===== src/rtl/alu_ctrl_pkg.sv =====
// rtl/alu_ctrl_pkg.sv - opcode and FSM state encodings shared by the ALU op sequencer
package alu_ctrl_pkg;

    localparam logic [2:0] OP_AND    = 3'b000;
    localparam logic [2:0] OP_OR     = 3'b001;
    localparam logic [2:0] OP_ADDSUB = 3'b010;
    localparam logic [2:0] OP_SLT    = 3'b011;
    localparam logic [2:0] OP_MUL    = 3'b100;
    localparam logic [2:0] OP_XOR    = 3'b101;
    localparam logic [2:0] OP_SLL    = 3'b110;
    localparam logic [2:0] OP_RSV    = 3'b111;

    typedef enum logic [1:0] {
        ST_IDLE = 2'd0,
        ST_EXEC = 2'd1,
        ST_MULW = 2'd2,
        ST_RESP = 2'd3
    } state_t;

endpackage


===== src/rtl/alu_op_sequencer_if.sv =====
// rtl/alu_op_sequencer_if.sv - request/response channels and result-mux control of the ALU op sequencer
interface alu_op_sequencer_if #(
    parameter int W = 32
);
    logic         req_valid;
    logic         req_ready;
    logic [2:0]   req_op;
    logic [2:0]   alu_sel;
    logic         mul_start;
    logic [W-1:0] alu_result;
    logic         rsp_valid;
    logic         rsp_ready;
    logic [W-1:0] rsp_data;
    logic [2:0]   rsp_op;
    logic         rsp_err;
    logic         busy;

    modport master (
        output req_valid, req_op, alu_result, rsp_ready,
        input  req_ready, alu_sel, mul_start, rsp_valid, rsp_data, rsp_op, rsp_err, busy
    );

    modport slave (
        input  req_valid, req_op, alu_result, rsp_ready,
        output req_ready, alu_sel, mul_start, rsp_valid, rsp_data, rsp_op, rsp_err, busy
    );
endinterface


===== src/rtl/alu_lat_cnt.sv =====
// rtl/alu_lat_cnt.sv - 4-bit loadable down-counter with zero flag for the multiply wait
module alu_lat_cnt (
    input  logic       clk,
    input  logic       rst_n,
    input  logic       load_i,
    input  logic [3:0] load_val_i,
    input  logic       dec_i,
    output logic       zero_o
);
    logic [3:0] cnt_q;
    logic [3:0] cnt_d;

    always_comb begin
        cnt_d = cnt_q;
        if (load_i) begin
            cnt_d = load_val_i;
        end else if (dec_i && (cnt_q != 4'd0)) begin
            cnt_d = cnt_q - 4'd1;
        end
    end

    always_ff @(posedge clk or negedge rst_n) begin
        if (!rst_n) begin
            cnt_q <= 4'd0;
        end else begin
            cnt_q <= cnt_d;
        end
    end

    assign zero_o = (cnt_q == 4'd0);
endmodule


===== src/rtl/alu_op_sequencer.sv =====
// rtl/alu_op_sequencer.sv - one-at-a-time ALU op sequencer: drives result select, times MUL, returns captured result
module alu_op_sequencer
    import alu_ctrl_pkg::*;
#(
    parameter int W       = 32,
    parameter int MUL_LAT = 4
) (
    input  logic              clk,
    input  logic              rst_n,
    alu_op_sequencer_if.slave bus
);
    localparam logic [3:0] MUL_LOAD = 4'(MUL_LAT - 1);

    state_t       state_q, state_d;
    logic [2:0]   op_q, op_d;
    logic [W-1:0] rsp_data_q, rsp_data_d;
    logic         rsp_err_q, rsp_err_d;
    logic         mul_start_q, mul_start_d;
    logic         cnt_load;
    logic         cnt_dec;
    logic         cnt_zero;

    alu_lat_cnt u_lat_cnt (
        .clk        (clk),
        .rst_n      (rst_n),
        .load_i     (cnt_load),
        .load_val_i (MUL_LOAD),
        .dec_i      (cnt_dec),
        .zero_o     (cnt_zero)
    );

    always_comb begin
        state_d     = state_q;
        op_d        = op_q;
        rsp_data_d  = rsp_data_q;
        rsp_err_d   = rsp_err_q;
        mul_start_d = 1'b0;
        cnt_load    = 1'b0;
        cnt_dec     = 1'b0;
        case (state_q)
            ST_IDLE: begin
                if (bus.req_valid) begin
                    op_d = bus.req_op;
                    case (bus.req_op)
                        OP_RSV: begin
                            state_d    = ST_RESP;
                            rsp_err_d  = 1'b1;
                            rsp_data_d = '0;
                        end
                        OP_MUL: begin
                            state_d     = ST_MULW;
                            cnt_load    = 1'b1;
                            mul_start_d = 1'b1;
                        end
                        default: state_d = ST_EXEC;
                    endcase
                end
            end
            ST_EXEC: begin
                rsp_data_d = bus.alu_result;
                rsp_err_d  = 1'b0;
                state_d    = ST_RESP;
            end
            ST_MULW: begin
                // Counter reaching zero marks the last cycle of multiplier latency.
                if (cnt_zero) begin
                    rsp_data_d = bus.alu_result;
                    rsp_err_d  = 1'b0;
                    state_d    = ST_RESP;
                end else begin
                    cnt_dec = 1'b1;
                end
            end
            ST_RESP: begin
                if (bus.rsp_ready) begin
                    state_d = ST_IDLE;
                end
            end
            default: state_d = ST_IDLE;
        endcase
    end

    always_ff @(posedge clk or negedge rst_n) begin
        if (!rst_n) begin
            state_q     <= ST_IDLE;
            op_q        <= OP_AND;
            rsp_data_q  <= '0;
            rsp_err_q   <= 1'b0;
            mul_start_q <= 1'b0;
        end else begin
            state_q     <= state_d;
            op_q        <= op_d;
            rsp_data_q  <= rsp_data_d;
            rsp_err_q   <= rsp_err_d;
            mul_start_q <= mul_start_d;
        end
    end

    assign bus.req_ready = (state_q == ST_IDLE);
    assign bus.busy      = (state_q != ST_IDLE);
    assign bus.rsp_valid = (state_q == ST_RESP);
    assign bus.alu_sel   = op_q;
    assign bus.rsp_op    = op_q;
    assign bus.rsp_data  = rsp_data_q;
    assign bus.rsp_err   = rsp_err_q;
    assign bus.mul_start = mul_start_q;
endmodule


===== src/flat_wrapper.sv =====
// flat-port wrapper written by rule: the top's interface ports become plain ports
module alu_op_sequencer_flat import alu_ctrl_pkg::*;
#(
    parameter int W       = 32,
    parameter int MUL_LAT = 4
)
  (clk, rst_n, bus_req_valid, bus_req_op, bus_alu_result, bus_rsp_ready, bus_req_ready, bus_alu_sel, bus_mul_start, bus_rsp_valid, bus_rsp_data, bus_rsp_op, bus_rsp_err, bus_busy);
  alu_op_sequencer_if #(.W(W)) bus_i ();
  input  logic clk;
  input  logic rst_n;
  input wire logic [$bits(bus_i.req_valid)-1:0] bus_req_valid;
  input wire logic [$bits(bus_i.req_op)-1:0] bus_req_op;
  input wire logic [$bits(bus_i.alu_result)-1:0] bus_alu_result;
  input wire logic [$bits(bus_i.rsp_ready)-1:0] bus_rsp_ready;
  output wire logic [$bits(bus_i.req_ready)-1:0] bus_req_ready;
  output wire logic [$bits(bus_i.alu_sel)-1:0] bus_alu_sel;
  output wire logic [$bits(bus_i.mul_start)-1:0] bus_mul_start;
  output wire logic [$bits(bus_i.rsp_valid)-1:0] bus_rsp_valid;
  output wire logic [$bits(bus_i.rsp_data)-1:0] bus_rsp_data;
  output wire logic [$bits(bus_i.rsp_op)-1:0] bus_rsp_op;
  output wire logic [$bits(bus_i.rsp_err)-1:0] bus_rsp_err;
  output wire logic [$bits(bus_i.busy)-1:0] bus_busy;
  assign bus_i.req_valid = bus_req_valid;
  assign bus_i.req_op = bus_req_op;
  assign bus_i.alu_result = bus_alu_result;
  assign bus_i.rsp_ready = bus_rsp_ready;
  assign bus_req_ready = bus_i.req_ready;
  assign bus_alu_sel = bus_i.alu_sel;
  assign bus_mul_start = bus_i.mul_start;
  assign bus_rsp_valid = bus_i.rsp_valid;
  assign bus_rsp_data = bus_i.rsp_data;
  assign bus_rsp_op = bus_i.rsp_op;
  assign bus_rsp_err = bus_i.rsp_err;
  assign bus_busy = bus_i.busy;
  alu_op_sequencer #(.W(W), .MUL_LAT(MUL_LAT)) u_core (.clk(clk), .rst_n(rst_n), .bus(bus_i));
endmodule

===== config.mk =====
export PLATFORM = sky130hd
export DESIGN_NAME = alu_op_sequencer_flat
export DESIGN_NICKNAME = d
export VERILOG_FILES = /design/src/rtl/alu_ctrl_pkg.sv /design/src/rtl/alu_op_sequencer_if.sv /design/src/rtl/alu_lat_cnt.sv /design/src/rtl/alu_op_sequencer.sv /design/src/flat_wrapper.sv
export SDC_FILE = /design/constraint.sdc
export NUM_CORES = 1
export LEC_CHECK = 0
export ABC_AREA = 1
export BUFFER_PORTS_ARGS = -buffer_cell sky130_fd_sc_hd__buf_2
export CORE_MARGIN = 3
export CORE_UTILIZATION = 40
export DETAILED_ROUTE_END_ITERATION = 16
export PLACE_DENSITY_LB_ADDON = 0.1
export SLEW_MARGIN = 10
export SYNTH_ARGS = -nofsm -noshare
export SYNTH_HDL_FRONTEND = slang
export SYNTH_SLANG_ARGS = --single-unit

===== constraint.sdc =====
create_clock -name clk -period 4.3 [get_ports clk]
set_input_delay 0 -clock clk [delete_from_list [all_inputs] [get_ports clk]]
set_output_delay 0 -clock clk [all_outputs]
set_load 0.005 [all_outputs]

---- Yosys cells after proc, flatten, opt, wreduce, memory -nomap -nowiden ----
Index checks and enable logic that the tools add are counted.
operators by class
  $add $sub $neg .......................... 1
  eq/ne operators ......................... 9
  multiplexer cells ....................... 20
  reductions and logical operators ........ 10
operator list
  cell                                                                      count
  32-bit 2-to-1 mux                                                         3
  32-bit case mux with 3 select lines                                       1
  1-bit 2-to-1 mux                                                          8
  4-bit 2-to-1 mux                                                          2
  2-bit case mux with 4 select lines                                        1
  3-bit == test (second input constant)                                     2
  2-bit 2-to-1 mux                                                          3
  2-bit == test (second input constant)                                     2
  4-bit zero test                                                           1
  2-bit by 1-bit inequality test with 1-bit output (second input constant)  2
  2-bit inequality test (second input constant)                             2
  2-bit case mux with 2 select lines                                        1
  4-bit AND reduction                                                       1
  2-bit nonzero test                                                        2
  4-bit nonzero test                                                        1
  4-bit by 1-bit subtractor with 4-bit output (second input constant)       1
  1-bit case mux with 3 select lines                                        1
  3-bit AND reduction                                                       1
  3-bit nonzero test                                                        1
  2-bit by 1-bit == test with 1-bit output (second input constant)          1
  2-bit zero test                                                           1
  2-bit AND reduction                                                       1
  1-bit logical AND                                                         1
storage, ports and cells
  register bits after elaboration ......... 43
  input port bits ......................... 39
  output and inout port bits .............. 43

---- Longest topological paths before layout ----
Gate-level depths: netlist of the first run.
  depth after elaboration ................. 6
  depth in mapped cells ................... 10
  depth with buffers taken out ............ 9

---- Hierarchy ----
A second synthesis of the first run with hierarchy kept.
second synthesis, totals
  cell total of the unflattened synthesis .. 307
  area, all modules ....................... 2,280.9 µm²
modules (own cells, without submodules)
  module            instances  cells each  area each (µm²)  sequential area each (µm²)
  alu_op_sequencer  1          261         1,985.7          975.9
  alu_lat_cnt       1          46          295.3            100.1

---- Worst setup path after synthesis of the first run ----
No wires, ideal clock.
  kind .................................... reg2reg
  from .................................... reg u_core.state_q[0]
  to ...................................... reg u_core.rsp_data_q[0], in the netlist u_core.bus.rsp_data[0]
  arrival ................................. 1,382 ps
  slack ................................... 2,801 ps
  stages on the path, launching flop included .. 9
  period minus slack after synthesis ...... 1,499 ps
  cells stage by stage .................... dfrtp_1 inv_1 ha_1 buf_6 a21oi_4 nand3_4 buf_6 nand2_1 nand2_1
between the ends
  cells in the longest elaborated chain, start to end .. 3
  elaborated cells on any way between the ends .. 9
  those cells by class .................... eq/ne: 5; mux: 1; reduce/logical: 3
RTL lines
  what                                                                                RTL line                source
  from (decl)                                                                         alu_op_sequencer.sv:14  state_t state_q, state_d;
  from (signal assigned)                                                              alu_op_sequencer.sv:91  state_q <= state_d;
  2-bit zero test *                                                                   n/a
  net bus_req_ready                                                                   flat_wrapper.sv:15      output wire logic [$bits(bus_i.req_ready)-1:0] bus_req_ready;
  2-bit by 1-bit inequality test with 1-bit output (no line) (tied with other cells)  n/a
  4-bit AND reduction (no line)                                                       n/a
  to (signal assigned)                                                                alu_op_sequencer.sv:93  rsp_data_q <= rsp_data_d;
  to (decl)                                                                           alu_op_sequencer.sv:16  logic [W-1:0] rsp_data_q, rsp_data_d;
Mark *: on every way through the listed nets, which the timed path passes. The rest lies on a longest branch.
A chain may end at the register's enable or synchronous reset.

---- Worst setup path after layout of the first run ----
  from .................................... reg u_core.state_q[1]
  to ...................................... reg u_core.rsp_data_q[24], in the netlist u_core.bus.rsp_data[24]
between the ends
  cells in the longest elaborated chain, start to end .. 3
  elaborated cells on any way between the ends .. 9
  those cells by class .................... eq/ne: 5; mux: 1; reduce/logical: 3
RTL lines
  what                                                                                RTL line                source
  2-bit == test (tied with other cells)                                               alu_op_sequencer.sv:40  case (state_q)
  2-bit by 1-bit inequality test with 1-bit output (no line) (tied with other cells)  n/a
  4-bit AND reduction (no line)                                                       n/a
Several ways; a longest one is shown, not always the timed one.

==> results_dict.tcl, run 1 <==
set metrics [dict create \
    numClockSinks 43 \
    ys_async_sr_fraction 1.00 \
    globalplace.congestion 0.745 \
    drc 0 \
    path_max_fanout 34 \
    power.density_nw_per_um2 722 \
    postSynthAreaPerCell_um2 7.73 \
    worstPathRequired_ns 4.48 \
    clockBufferDepth 2 \
    gr-usage-all-layers 0.168 \
    vias 2086 \
    fin_total_pwr_uw 2000 \
    skew_ns 0.00691 \
    ys_seq_elements 43 \
    clk_pin_slew_ns 0.08 \
    place_inst 432 \
    fin_tns_setup_ns 0 \
    slew_viol_final 0 \
    synth_most_common_cell "nand2_1" \
    syn-cell-area_um2 2320 \
    grt_pass1_vias 1923 \
    worst_slew_pin_slew_ns 1.09 \
    synth_cell_types 18 \
    die_area_um2 6750 \
    power.leakage_uw 0.00183 \
    ir_drop_v 0.000773 \
    synth_edf_count 0 \
    core_um2 5570 \
    postSynthCellCount 300 \
    use_met3 0.0401 \
    synth_top_cell_area_share 0.464 \
    reg2reg_slack_ns 1.81 \
    rsz0062_at_grt "no" \
    drt_iter0_markers 92 \
    period_minus_slack_ns 2.49 \
    insertedDiodeCount 0 \
    die_w_um 82.2 \
    place_hpwl_mm 3.39 \
    grt_max_degree 44 \
    path_class "reg -> reg" \
    antenna_left 0 \
    period_share 0.579 \
    wire_per_inst_um 11.9 \
    synth_top_cell_by_area "dfrtp_1" \
    netlist_top_cells_count "nand2_1, dfrtp_1, inv_1, nand4_1, buf_2" \
    cp-start-kind "flip-flop" \
    multiInputGateArea_um2 915 \
    area_delta_synth_final_pct 19.7 \
    finalSetupViolCount 0 \
    ios 82 \
    routed_wirelength_mm 5.27 \
    syn_nets 345 \
    end_kind "flip-flop" \
    layout-drive-gt1-share 0.255 \
    seq_area_frac_synth 0.464 \
    cts_root_buf "clkbuf_8" \
    maxCapViolCount 0 \
    final-hold-violation-count 0 \
    busiest_layer "met2" \
    cts_tree "yes" \
    grt_pass1_wl_mm 8.80 \
    status "completed" \
    h-tree-depth 2 \
    die_h_um 82.2 \
    nFillCells 603 \
    ys.flop_type "dfrtp_1" \
    fin_cells 444 \
    cts_inserted_buffers 5 \
    hp-class "in -> reg" \
    dr.pass1.iters 4 \
    synth_area_leaders "dfrtp_1, nand2_1, nand4_1" \
    overflow 0 \
    use_met2 0.279 \
    max_clock_freq_mhz 402 \
    yosysWarnings 0 \
    fin_nets 416 \
    critical_path_arrival_ns 2.66 \
    io_buffers 81 \
    viasPerCell 4.70 \
    start_util 0.416 \
    timing.slew.headroom 0.274 \
    regArea_um2 1080 \
    use_met1 0.221 \
    grt_antenna_before_repair 0 \
    rows 27 \
    clkLatencyLatePin_ns 0.29 \
]
-- metrics by stage --
step	util	cell area [um2]	worst slack (ns)	hold slack (ns)
floorplan	-	2320	2.80	-0.296
global placement	0.476	2650	1.87	0.221
detailed placement	0.476	2650	1.79	0.218
CTS	0.498	2780	1.78	0.00995
global route	0.498	2780	1.52	0.0275
finish	0.498	2780	1.81	0.0124
-- final cells by class --
| cell class | count | area share |
|---|---|---|
| clock buffers | 6 | 0.0261 |
| clock inverters | 2 | 0.00451 |
| inverters | 44 | 0.0595 |
| multi-input cells | 192 | 0.329 |
| flip-flops and latches | 43 | 0.388 |
| well taps | 72 | 0.0324 |
| repair buffers | 85 | 0.160 |
-- repair_timing --
action                                 CTS  global route
hold buffers                             4             0
endpoints found under the hold margin   46             0
resized for setup                        0             0
setup buffers                            0             0
-- power by group --
| part | switching [uW] | internal, uW |
|---|---|---|
| combinational | 709 | 385 |
| clock | 137 | 114 |
| sequential | 94.1 | 564 |
| total | 941 | 1060 |
-- cells in the final DEF (no fill, tap or decap) --
cell,Yosys,final
nand4_1,34,34
clkinvlp_4,0,1
nand2_1,134,134
inv_1,43,43
dfrtp_1,43,43
clkbuf_8,0,5
a21boi_1,1,1
nor2_2,1,1
nor2_1,3,3
buf_2,8,81
clkbuf_1,0,1
ha_1,6,6
inv_2,1,1
clkinv_2,0,1
xor2_1,1,1
a21oi_4,1,1
dlygate4sd3_1,0,4
o211ai_1,1,1
nand3_4,1,1
nand3_1,6,6
nand2_2,3,3
-- cells by family (layout without fill, tap and decap cells) --
| kind of cell | Yosys count | in the layout | synth area share |
|---|---|---|---|
| buf+inv | 65 | 137 | 0.142 |
| simple gates | 182 | 182 | 0.345 |
| xor+xnor | 1 | 1 | 0.00378 |
| flops | 43 | 43 | 0.464 |
| fa+ha+maj | 6 | 6 | 0.0324 |
| compound gates | 3 | 3 | 0.0135 |
-- flip-flops by register name, indices dropped and copies added, names as in the netlist --
name                    count
u_core.bus.rsp_err          1
u_core.u_lat_cnt.cnt_q      4
u_core.state_q              2
u_core.bus.alu_sel          3
u_core.bus.rsp_data        32
u_core.bus.mul_start        1
-- critical path, stage by stage (launching register included) --
cell	delay (ns)
dfrtp_1	0.44
inv_1	0.06
ha_1	0.30
a21oi_4	0.80
nand3_4	0.51
nand2_1	0.18
nand2_1	0.06
-- final timing paths --
check / depth (start not counted) / from / to
min reg2reg: 2 / u_core.bus.rsp_data[15]$_DFFE_PN0P_ / u_core.bus.rsp_data[15]$_DFFE_PN0P_
min: 4 / bus_req_valid / u_core.bus.alu_sel[1]$_DFFE_PN0P_
max in group asynchronous: 2 / rst_n / u_core.u_lat_cnt.cnt_q[2]$_DFFE_PN0P_
min in group asynchronous: 2 / rst_n / u_core.bus.rsp_data[18]$_DFFE_PN0P_
max reg2reg: 6 / u_core.state_q[1]$_DFFE_PN0P_ / u_core.bus.rsp_data[24]$_DFFE_PN0P_
max: 6 / u_core.state_q[1]$_DFFE_PN0P_ / u_core.bus.rsp_data[24]$_DFFE_PN0P_
-- per-layer routing --
metal	wire, um	share of wire	vias to the layer above
met5	0	0	-
met4	27	0.0051	0
met3	302	0.057	2
met2	2440	0.46	63
met1	2490	0.47	957
li1	-	-	1064
Power figures use the tool's default switching activity.
==> run 2, diff against run 1 <==
Clock period 4.3 ns to 2.4 ns, I/O delays scaled along.
==> run 2 against run 1 <==
Setup slack got worse by 1.3 ns. Register-to-register slack lost 1.3 ns. Core utilization grew 0.72 points. Combinational power rose by 86%. Sequential cell count is the same. Non-clock buffer count grew 5. Final cell count rose by 0.90%. Routed wire length is 1.9% higher. Clock power increased by 84%. Power increased by 84%. Cell area increased by 1.4%.
==> results_dict.tcl, run 2 (synthesis results as in run 1) <==
set metrics [dict create \
    layout-drive-gt1-share 0.266 \
    final_cell_mix "nand2_1, buf_2, inv_1, dfrtp_1, nand4_1" \
    numClockSinks 43 \
    hp-start "bus_req_valid" \
    drt_iter0_markers 104 \
    grt_pass1_wl_mm 8.77 \
    place_inst 437 \
    cts_tree "yes" \
    drc 0 \
    max_clock_freq_mhz 516 \
    switching_share 0.460 \
    clock_power_share 0.126 \
    cts_resized 0 \
    end_kind "flip-flop" \
    clockBufferDepth 2 \
    final_common_cell "nand2_1" \
    r2r-start "u_core.state_q[0]$_DFFE_PN0P_" \
    combPwrFrac 0.553 \
    ios 82 \
    gr-usage-all-layers 0.169 \
    h-tree-depth 2 \
    finalSetupViolCount 0 \
    place_area_um2 2690 \
    worstPathRequired_ns 2.58 \
    fin_total_pwr_uw 3680 \
    slew_viol_final 0 \
    timing.slew.headroom 0.348 \
    die_w_um 82.2 \
    place_hpwl_mm 3.69 \
    grt_max_degree 44 \
    maxCapViolCount 0 \
    rsz0062_at_grt "no" \
    insertedDiodeCount 0 \
    globalplace.congestion 0.798 \
    pwr-share-seq 0.321 \
    min_to "u_core.bus.alu_sel[2]$_DFFE_PN0P_" \
    hp-class "in -> reg" \
    io_buffers 81 \
    grt_pass1_vias 1903 \
    start_util 0.416 \
    routed_wirelength_mm 5.37 \
    clk_pin_slew_ns 0.08 \
    period_minus_slack_ns 1.94 \
    critical_path_arrival_ns 2.12 \
    cts_inserted_buffers 5 \
    largest_reg_flops 32 \
    cts_hold_buffers 4 \
    ir_drop_v 0.000938 \
    antenna_left 0 \
    startpoint "u_core.state_q[0]$_DFFE_PN0P_" \
    power.leakage_uw 0.00186 \
    worst_hold_slack_ns 0.0248 \
    die_area_um2 6750 \
    viasPerCell 4.62 \
    grt_antenna_before_repair 0 \
    path_class "reg -> reg" \
    intPower_uw 1980 \
    reg2reg_depth 6 \
    vias 2071 \
    reg2reg_slack_ns 0.46 \
    die_h_um 82.2 \
    p_switching_uw 1690 \
    design_area_um2 2820 \
    core_um2 5570 \
    overflow 0 \
    worst_slew_pin_slew_ns 0.979 \
    dr.pass1.iters 4 \
    fin_tns_setup_ns 0 \
    fin_nets 421 \
    cts_root_buf "clkbuf_8" \
    post_cts_buffers 0 \
    holdPathStages 4 \
    skew_ns 0.00537 \
    clkLatencyLatePin_ns 0.29 \
    wire_per_inst_um 12.0 \
    area_delta_synth_final_pct 21.4 \
    rows 27 \
    fin_cells 448 \
    status "completed" \
    reg2reg_to "u_core.bus.rsp_err$_DFFE_PN0P_" \
    path_max_fanout 33 \
    final-hold-violation-count 0 \
    power.density_nw_per_um2 1310 \
    period_share 0.807 \
    cp-start-kind "flip-flop" \
]
run 2: per-layer routing:
metal / routed length (um) / track usage
met3: 287 / 0.0477
met1: 2550 / 0.223
met2: 2490 / 0.275
met4: 46 / 0.0399
met5: 0 / 0
run 2: worst max-delay path, cell delays in order, from the launching register on:
cell     delay, ns
dfrtp_1       0.39
inv_1         0.08
ha_1          0.32
a21oi_4       0.41
nand3_4       0.40
nand2_1       0.16
nand2_1       0.06
run 2: final cells by class:
cell class	instances	area, um2
clock buffers	6	82.6
inverters	44	165
flip-flops and latches	43	1080
well taps	72	90.1
clock inverters	1	5.00
repair buffers	90	483
multi-input cells	192	915
fillers	594	2760
run 2: stage by stage:
step	setup slack, ns	util
after floorplan	0.901	-
after global placement	0.510	0.482
after detailed placement	0.458	0.482
after CTS	0.447	0.505
after global routing	0.254	0.505
final	0.463	0.505
run 2: worst max-delay path by stage:
stage               slack [ns]  cells past startpoint                                  end
finish                    0.46                      6       u_core.bus.rsp_err$_DFFE_PN0P_
global route              0.25                      6  u_core.bus.rsp_data[31]$_DFFE_PN0P_
CTS                       0.45                      6       u_core.bus.rsp_err$_DFFE_PN0P_
detailed placement        0.46                      6  u_core.bus.rsp_data[23]$_DFFE_PN0P_
global placement          0.51                      6  u_core.bus.rsp_data[28]$_DFFE_PN0P_
floorplan                 0.90                      8   u_core.bus.rsp_data[0]$_DFFE_PN0P_
run 2: power groups by stage:
stage | clock network, uW | registers [uW] | logic (uW)
final | 463 | 1180 | 2030
after global routing | 518 | 1210 | 2380
after CTS | 487 | 1180 | 2070
after detailed placement | 0 | 1190 | 2060
after global placement | 0 | 1190 | 2040
after floorplan | 0 | 1190 | 1600
==> run 3, diff against run 2 <==
Settings changed: ABC_AREA 1 to 0.
Clock period 2.4 ns to 1.95 ns, I/O delays scaled along.
==> run 3 against run 2 <==
Combinational power up 21%. Final cell count decreased by 15%. First-iteration DRC count is 38% lower. Cell area is 5.8% higher. Critical path depth is the same. Area after synthesis decreased by 11%. Critical path type unchanged. Highest routed layer unchanged.
==> results_dict.tcl, run 3 <==
set metrics [dict create \
    cts_root_buf "clkbuf_8" \
    start_util 0.427 \
    layout.core_utilization 0.614 \
    place_hpwl_mm 3.04 \
    synth_top_family_by_area "multiplexers" \
    end_kind "flip-flop" \
    grt_antenna_before_repair 0 \
    period_minus_slack_ns 1.67 \
    muxShareOfSynthArea 0.187 \
    max_clock_freq_mhz 598 \
    synth_xor_area_frac 0.0127 \
    ys_async_sr_fraction 1.00 \
    numClockSinks 43 \
    final_common_cell "buf_2" \
    synth_cell_types 26 \
    nFillCells 427 \
    postSynthCellCount 196 \
    core_um2 4850 \
    netlist_top_cells_count "dfrtp_1, inv_1, nand2_1, mux2i_1, ha_1" \
    synth_compound_area_frac 0.0266 \
    seq_area_frac_synth 0.520 \
    post_cts_buffers 0 \
    hp-class "in -> reg" \
    drc 0 \
    power.density_nw_per_um2 1510 \
    ys.flop_type "dfrtp_1" \
    multiInputGateArea_um2 772 \
    drt_iter0_markers 65 \
    h-tree-depth 2 \
    regArea_um2 1080 \
    synthAdderAreaFrac 0.0363 \
    yosysWarnings 0 \
    reg2reg_to "u_core.state_q[1]$_DFFE_PN0P_" \
    final-hold-violation-count 0 \
    dr.pass1.iters 4 \
    syn-cell-area_um2 2070 \
    worst_slew_pin_slew_ns 0.379 \
    ios 82 \
    fin_nets 359 \
    overflow 0 \
    cts_resized 0 \
    worst_hold_slack_ns 0.0614 \
    layout-drive-gt1-share 0.308 \
    cts_hold_buffers 36 \
    path_class "reg -> reg" \
    die_h_um 78.0 \
    fin_tns_setup_ns 0 \
    globalplace.congestion 0.751 \
    min_to "u_core.u_lat_cnt.cnt_q[0]$_DFFE_PN0P_" \
    grt_pass1_wl_mm 7.84 \
    gr-usage-all-layers 0.162 \
    critical_path_arrival_ns 1.84 \
    die_area_um2 6080 \
    wire_per_inst_um 12.0 \
    clk_pin_slew_ns 0.08 \
    power.leakage_uw 0.00166 \
    synth_top_cell_by_area "dfrtp_1" \
    path_max_fanout 5 \
    worstPathRequired_ns 2.12 \
    hp-start "bus_req_valid" \
    die_w_um 78.0 \
    largest_reg_flops 32 \
    grt_max_degree 31 \
    viasPerCell 4.32 \
    syn_nets 241 \
    area_delta_synth_final_pct 43.9 \
    cts_inserted_buffers 5 \
    postSynthAreaPerCell_um2 10.6 \
    insertedDiodeCount 0 \
    vias 1652 \
    clkLatencyLatePin_ns 0.29 \
    synth_most_common_cell "dfrtp_1" \
    cts_tree "yes" \
    timing.slew.headroom 0.747 \
    skew_ns 0.00765 \
    period_share 0.857 \
    io_buffers 81 \
    holdPathStages 3 \
    maxCapViolCount 0 \
    rsz0062_at_grt "no" \
    synthSimpleGateAreaFrac 0.111 \
    synth_top_cell_area_share 0.520 \
    path_cells "inv_1, ha_1, nand2b_4, o21ai_4, and3_1, mux2_1" \
    status "completed" \
    slowest_delay_ns 0.38 \
    ir_drop_v 0.000817 \
    finalSetupViolCount 0 \
    synth_edf_count 0 \
    synth_area_leaders "dfrtp_1, mux2i_1, inv_1" \
    rows 25 \
    ys_seq_elements 43 \
    final_cell_mix "buf_2, dfrtp_1, inv_1, dlygate4sd3_1, nand2_1" \
    routed_wirelength_mm 4.57 \
    cp_slowest_cell "dfrtp_1" \
    reg2reg_depth 6 \
    clockBufferDepth 2 \
    reg2reg_slack_ns 0.28 \
    antenna_left 0 \
    cp-start-kind "flip-flop" \
    fin_total_pwr_uw 4500 \
    slew_viol_final 0 \
    grt_pass1_vias 1723 \
    r2r-start "u_core.u_lat_cnt.cnt_q[0]$_DFFE_PN0P_" \
]
[run 3: cell types whose count changed after synthesis, moves of 5 or more]
cell / before / now
nand2_1: 134 / 35
mux2i_1: 0 / 33
nand4_1: 34 / 1
buf_2: 8 / 1
mux2_1: 0 / 5
[run 3: how the worst max path moves through the flow]
| stage | endpoint | from | slack [ns] | cells after the start |
|---|---|---|---|---|
| floorplan | u_core.state_q[1]$_DFFE_PN0P_ | u_core.u_lat_cnt.cnt_q[0]$_DFFE_PN0P_ | 0.38 | 6 |
| global placement | u_core.state_q[1]$_DFFE_PN0P_ | u_core.u_lat_cnt.cnt_q[0]$_DFFE_PN0P_ | 0.32 | 6 |
| detailed placement | u_core.state_q[1]$_DFFE_PN0P_ | u_core.u_lat_cnt.cnt_q[0]$_DFFE_PN0P_ | 0.30 | 6 |
| CTS | u_core.state_q[1]$_DFFE_PN0P_ | u_core.u_lat_cnt.cnt_q[0]$_DFFE_PN0P_ | 0.28 | 6 |
| global route | u_core.bus.rsp_data[14]$_DFFE_PN0P_ | u_core.state_q[0]$_DFFE_PN0P_ | 0.18 | 6 |
| finish | u_core.state_q[1]$_DFFE_PN0P_ | u_core.u_lat_cnt.cnt_q[0]$_DFFE_PN0P_ | 0.28 | 6 |
[run 3: stage by stage]
step                worst slack [ns]  cells  cell area (um2)
floorplan                      0.377    196             2070
global route                   0.180    382             2980
CTS                            0.280    382             2980
global placement               0.321    338             2530
detailed placement             0.301    338             2530
finish                         0.279    382             2980
[run 3: report_power, final]
group / switching, uW / internal, uW
Sequential: 216 / 1300
Clock: 291 / 250
Combinational: 1260 / 1200
Total: 1760 / 2740
[run 3: logic make-up after synthesis]
logic type,after synthesis
xor gates and xnor gates,3
muxes,38
and+or+nand+nor,49
AOI/OAI and AO/OA,7
adders and majority gates,6
buffers and inverters,50
DFF,43
[run 3: layout make-up]
cell class,count,area share
clock buffer,6,0.0244
clock inverter,2,0.00420
inverter,39,0.0491
multi-input combinational,103,0.259
sequential,43,0.361
tap,67,0.0281
timing repair buffer,122,0.274
[run 3: critical path: cells and delay by family (launching register included)]
| kind | cells | cell delay (ns) |
|---|---|---|
| adders and majority gates | 1 | 0.23 |
| DFF | 1 | 0.38 |
| AOI/OAI and AO/OA | 1 | 0.20 |
| and+or+nand+nor | 2 | 0.30 |
| buffers and inverters | 1 | 0.11 |
| muxes | 1 | 0.33 |
[run 3: routing by layer]
| layer | part of all wire | global-route usage | vias to the layer above | wire, um |
|---|---|---|---|---|
| li1 | - | - | 842 | - |
| met1 | 0.46 | 0.204 | 749 | 2080 |
| met2 | 0.47 | 0.271 | 52 | 2130 |
| met3 | 0.057 | 0.0429 | 9 | 260 |
| met4 | 0.021 | 0.0542 | 0 | 94 |
| met5 | 0 | 0 | - | 0 |
